==> config.mk <==
export PLATFORM = sky130hd
export DESIGN_NAME = sargantana_icache_way_ctrl
export DESIGN_NICKNAME = d
export VERILOG_FILES = /design/src/rtl/sargantana_icache_pkg.sv /design/src/rtl/sargantana_icache_way_ctrl.sv
export SDC_FILE = /design/constraint.sdc
export NUM_CORES = 1
export LEC_CHECK = 0
export ABC_AREA = 1
export CAP_MARGIN = 10
export CORE_MARGIN = 3
export CORE_UTILIZATION = 31
export DETAILED_ROUTE_END_ITERATION = 8
export GPL_TIMING_DRIVEN = 0
export PLACE_DENSITY = 0.88
export REMOVE_ABC_BUFFERS = 1
export SYNTH_ARGS = -nofsm -noshare
export SYNTH_HDL_FRONTEND = slang
export SYNTH_SLANG_ARGS = --single-unit
==> constraint.sdc <==
create_clock -name clk_i -period 1.95 [get_ports clk_i]
set_input_delay 0.39 -clock clk_i [delete_from_list [all_inputs] [get_ports clk_i]]
set_output_delay 0.39 -clock clk_i [all_outputs]
set_load 0.005 [all_outputs]
==> src/rtl/sargantana_icache_pkg.sv <==
// rtl/sargantana_icache_pkg.sv - shared widths and FSM state encoding for the icache way controller
//
// Purpose : widths of the way RAM (set index and line) and the two-state
//           controller encoding, shared by the controller and its users.
// Contents: ADDR_WIDHT, SET_WIDHT, way_ctrl_state_t, STATE_IDLE, STATE_FLUSH.
package sargantana_icache_pkg;

  localparam int ADDR_WIDHT = 7;
  localparam int SET_WIDHT  = 32;

  typedef logic [0:0] way_ctrl_state_t;

  localparam way_ctrl_state_t STATE_IDLE  = 1'b0;
  localparam way_ctrl_state_t STATE_FLUSH = 1'b1;

endpackage

==> src/rtl/sargantana_icache_way_ctrl.sv <==
// rtl/sargantana_icache_way_ctrl.sv - arbitration and flush walker in front of one icache way RAM
//
// Purpose : issues at most one way RAM access per cycle with fixed priority
//           flush walk > refill write > lookup read, returns lookup data one
//           cycle after the read grant, and walks every set writing
//           FLUSH_DATA on a flush request.
// Config  : SARGANTANA_ICACHE_RESET_FLUSH_EN defined -> reset parks the FSM in
//           FLUSH so a full walk runs after reset deasserts.
// Ports   : clk_i, rst_i (async, active-high)
//           flush_req_i                       flush pulse
//           refill_req_i/addr_i/data_i/gnt_o  refill write port
//           lookup_req_i/addr_i/gnt_o         lookup read port
//           lookup_valid_o/lookup_data_o      lookup response
//           flush_busy_o                      walk in progress
//           ram_req_o/we_o/addr_o/data_o      way RAM command
//           ram_data_i                        way RAM read data (1 cycle)
module sargantana_icache_way_ctrl
  import sargantana_icache_pkg::*;
#(
  parameter int                   NUM_SETS   = 2**ADDR_WIDHT,
  parameter logic [SET_WIDHT-1:0] FLUSH_DATA = '0
) (
  input  logic                  clk_i,
  input  logic                  rst_i,
  input  logic                  flush_req_i,
  input  logic                  refill_req_i,
  input  logic [ADDR_WIDHT-1:0] refill_addr_i,
  input  logic [SET_WIDHT-1:0]  refill_data_i,
  output logic                  refill_gnt_o,
  input  logic                  lookup_req_i,
  input  logic [ADDR_WIDHT-1:0] lookup_addr_i,
  output logic                  lookup_gnt_o,
  output logic                  lookup_valid_o,
  output logic [SET_WIDHT-1:0]  lookup_data_o,
  output logic                  flush_busy_o,
  output logic                  ram_req_o,
  output logic                  ram_we_o,
  output logic [ADDR_WIDHT-1:0] ram_addr_o,
  output logic [SET_WIDHT-1:0]  ram_data_o,
  input  logic [SET_WIDHT-1:0]  ram_data_i
);

  localparam logic [ADDR_WIDHT-1:0] LAST_SET = ADDR_WIDHT'(NUM_SETS - 1);

`ifdef SARGANTANA_ICACHE_RESET_FLUSH_EN
  localparam way_ctrl_state_t RESET_STATE = STATE_FLUSH;
`else
  localparam way_ctrl_state_t RESET_STATE = STATE_IDLE;
`endif

  way_ctrl_state_t         state_q, state_d;
  logic [ADDR_WIDHT-1:0]   cnt_q, cnt_d;
  logic                    valid_q, valid_d;

  logic                    ram_req;
  logic                    ram_we;
  logic [ADDR_WIDHT-1:0]   ram_addr;
  logic [SET_WIDHT-1:0]    ram_data;
  logic                    refill_gnt;
  logic                    lookup_gnt;

  always_comb begin
    state_d    = state_q;
    cnt_d      = cnt_q;
    ram_req    = 1'b0;
    ram_we     = 1'b0;
    ram_addr   = '0;
    ram_data   = '0;
    refill_gnt = 1'b0;
    lookup_gnt = 1'b0;

    if (state_q == STATE_FLUSH) begin
      ram_req  = 1'b1;
      ram_we   = 1'b1;
      ram_addr = cnt_q;
      ram_data = FLUSH_DATA;
      // A new request restarts the walk; the current set is still written.
      if (flush_req_i) begin
        cnt_d = '0;
      end else if (cnt_q == LAST_SET) begin
        cnt_d   = '0;
        state_d = STATE_IDLE;
      end else begin
        cnt_d = cnt_q + 1'b1;
      end
    end else begin
      if (refill_req_i) begin
        ram_req    = 1'b1;
        ram_we     = 1'b1;
        ram_addr   = refill_addr_i;
        ram_data   = refill_data_i;
        refill_gnt = 1'b1;
      end else if (lookup_req_i) begin
        ram_req    = 1'b1;
        ram_addr   = lookup_addr_i;
        lookup_gnt = 1'b1;
      end
      // The access granted in this cycle still completes; the walk starts next cycle.
      if (flush_req_i) begin
        state_d = STATE_FLUSH;
        cnt_d   = '0;
      end
    end
  end

  assign valid_d = lookup_gnt;

  always_ff @(posedge clk_i or posedge rst_i) begin
    if (rst_i) begin
      state_q <= RESET_STATE;
      cnt_q   <= '0;
      valid_q <= 1'b0;
    end else begin
      state_q <= state_d;
      cnt_q   <= cnt_d;
      valid_q <= valid_d;
    end
  end

  // Request-driven outputs are forced low while reset is held so the RAM and
  // the requesters see nothing even before the first clock edge.
  assign ram_req_o      = ram_req & ~rst_i;
  assign ram_we_o       = ram_we & ~rst_i;
  assign ram_addr_o     = rst_i ? '0 : ram_addr;
  assign ram_data_o     = rst_i ? '0 : ram_data;
  assign refill_gnt_o   = refill_gnt & ~rst_i;
  assign lookup_gnt_o   = lookup_gnt & ~rst_i;
  assign lookup_valid_o = valid_q;
  assign lookup_data_o  = valid_q ? ram_data_i : '0;
  assign flush_busy_o   = (state_q == STATE_FLUSH);

endmodule
==> reports/results.tsv <==
metric	value	unit
status	complete, no violations	
grt-ovfl-total	0	
clk_pin_slew	0.05	ns
cts_num_sinks	9	
relSlewSlack	72.9	%
vias	1932	
cp_max_fo	8	
clock_latency	0.24	ns
core_area	4440	um^2
synth_top_area_cell	nor2_4	
dieArea	5560	um^2
grt_first_pass_wirelength	8320	um
ys_top_cells_by_area	nor2_4 24%, inv_1 18%, dfrtp_1 15%	
layout_common_cells	114 x clkdlybuf4s50_1, 68 x inv_1, 60 x nand2_1	
hpwl	4650	um
htreeDepth	1	
post-route-drc-count	0	
io-pin-count	160	
start_util	32.8	%
first_pass_iters	4	
synth_seq_cells	9	
clock_skew	0.00358	ns
crit_slowest_cell	dfrtp_2	
timing.fmax	0.530	GHz
crit_chain	nor2_8 > inv_4 > nor2_8 > buf_12 > inv_8 > nor2_4 > clkdlybuf4s15_1	
synthDistinctLibCells	23	
cts_made_buffers	3	
wire_per_inst	12.9	um
finalCritPeriodShare	96.7	%
grt_max_degree	34	
cp_common_cell	nor2_8	
grtUsageTotal	19.5	%
place_congestion	0.857	
cts_tree	done	
synth_fa_ha_area_share	0.859	%
cp.required	1.56	ns
clock-root-buffer	clkbuf_8	
drt-initial-drc-count	54	
setup_violations	0	
path_buf_inv	4	
viasPerCell	4.29	
antenna_left	0	
synth-compound-area-share	9.36	%
leakage	0.00166	uW
synthMuxAreaShare	0	%
ys_seq_area_share	15.5	%
vdd_drop_max	0.362	mV
final-hold-violation-count	0	
yosysTopAreaCellShare	24.0	%
rsz0062_at_grt	no	
synthXorXnorAreaFrac	0.601	%
final_common_cell	clkdlybuf4s50_1	
cts_hold_buf	0	
ys_warn_count	0	
synth-simple-area-share	48.3	%
finish.utilization	70.0	%
avgSynthCellArea	6.36	um^2
antenna_found_initial	0	
cp.arrival	1.50	ns
critPathTopFamily	buffers and inverters	
drv_cap	0	
critPathKind	flop to output port	
die_w	74.5	um
hp-class	input port to async pin	
slew_viol_final	0	
grt_pass1_vias	1778	
cp_slowest_stage_delay	0.47	ns
worst_slew_pin_slew	0.406	ns
fin_area	3110	um^2
syn_to_final_growth	114	%
cellPowerDensity	213	nW/um^2
drive_above_1_share	22.6	%
synthCells	229	
n_antenna_cell	0	
period_minus_slack	1.89	ns
layout.nets	483	
synth_top_family_by_area	simple AND/OR/NAND/NOR gates	
drt-total-wl	5810	um
crit_path_end_kind	output port	
syn-cell-area	1460	um^2
dpl-instance-area	3030	um^2
portBuffers	159	
rows	24	
die_h	74.5	um
clockBufferDepth	2	
start_kind	flop	
final timing paths:
check	from	cells past startpoint	endpoint	slack, ns
max	flush_busy_o	7	ram_data_o[10]	0.06
min	rst_i	3	flush_busy_o	0.30
max reg2reg	cnt_q[0]	4	cnt_q[6]	0.49
min reg2reg	cnt_q[0]	1	cnt_q[0]	0.57
max in group asynchronous	rst_i	3	lookup_valid_o	1.49
min in group clk_i	cnt_q[0]	1	cnt_q[0]	0.57
routing by layer:
layer,share of wire (%),up-vias,track usage [%]
met5,0,-,0
met4,1.3,0,4.74
met3,6.2,7,3.11
met2,59,78,41.1
met1,33,860,19.1
li1,-,987,-
stage by stage:
| step | std cells | TNS (ns) | hold WS (ns) | total power, uW | setup WS, ns |
|---|---|---|---|---|---|
| 3_5_place_dp | 432 | -35.44 | 0.562 | 445 | -0.954 |
| 4_1_cts | 448 | 0 | 0.309 | 668 | 0.0134 |
| 2_1_floorplan | 221 | 0 | 0.224 | 258 | 0.124 |
| 6_report | 450 | 0 | 0.304 | 664 | 0.0643 |
| 5_1_grt | 450 | 0 | 0.335 | 697 | 0.000199 |
| 3_3_place_gp | 432 | -33.99 | 0.541 | 437 | -0.939 |
power by group:
| part | internal (uW) | switching (uW) |
|---|---|---|
| Sequential | 192 | 7.34 |
| Combinational | 164 | 77.5 |
| Clock | 143 | 80.2 |
| Total | 499 | 165 |
cell type report:
type	instances	area [um^2]
repair buffers	171	1570
fillers	361	1330
multi-input cells	138	870
inverters	74	305
flip-flops and latches	9	230
well taps	52	65.1
clock buffers	4	45.0
repair inverters	2	31.3
Yosys cell counts:
cell type,n
clkbuf_1,3
buf_12,3
a31oi_1,1
a21oi_1,8
inv_1,70
nor2_8,2
nand2_1,60
nand3_1,5
nor2_4,31
nor3_1,2
nor2_1,11
inv_2,2
a21boi_0,6
buf_2,1
o21ai_0,6
ha_1,1
nand4_1,1
buf_6,1
dfrtp_1,9
nand2_2,1
o21bai_1,2
inv_4,2
xnor2_1,1
worst reg2reg max path, stage by stage, from the launching register on:
cell	delay [ns]
dfrtp_1	0.42
ha_1	0.20
nand3_1	0.20
o21bai_1	0.38
a21oi_1	0.13
state kept, by name, summed over array words and instances, names as in the netlist:
register        flops
cnt_q               7
flush_busy_o        1
lookup_valid_o      1
kinds of logic after synthesis:
group / Yosys count
AOI/OAI and AO/OA: 23
DFF: 9
xor gates and xnor gates: 1
adders and majority gates: 1
buffers and inverters: 82
and+or+nand+nor: 113
timing repair:
item / 4_1_cts / 5_1_grt
setup buffers: 10 / 2
setup endpoints to repair: 76 / 64
cloned: 2 / 0
resized for setup: 81 / 58
pin swaps: 3 / 1
Note: power is estimated with default switching activity, not from simulation.
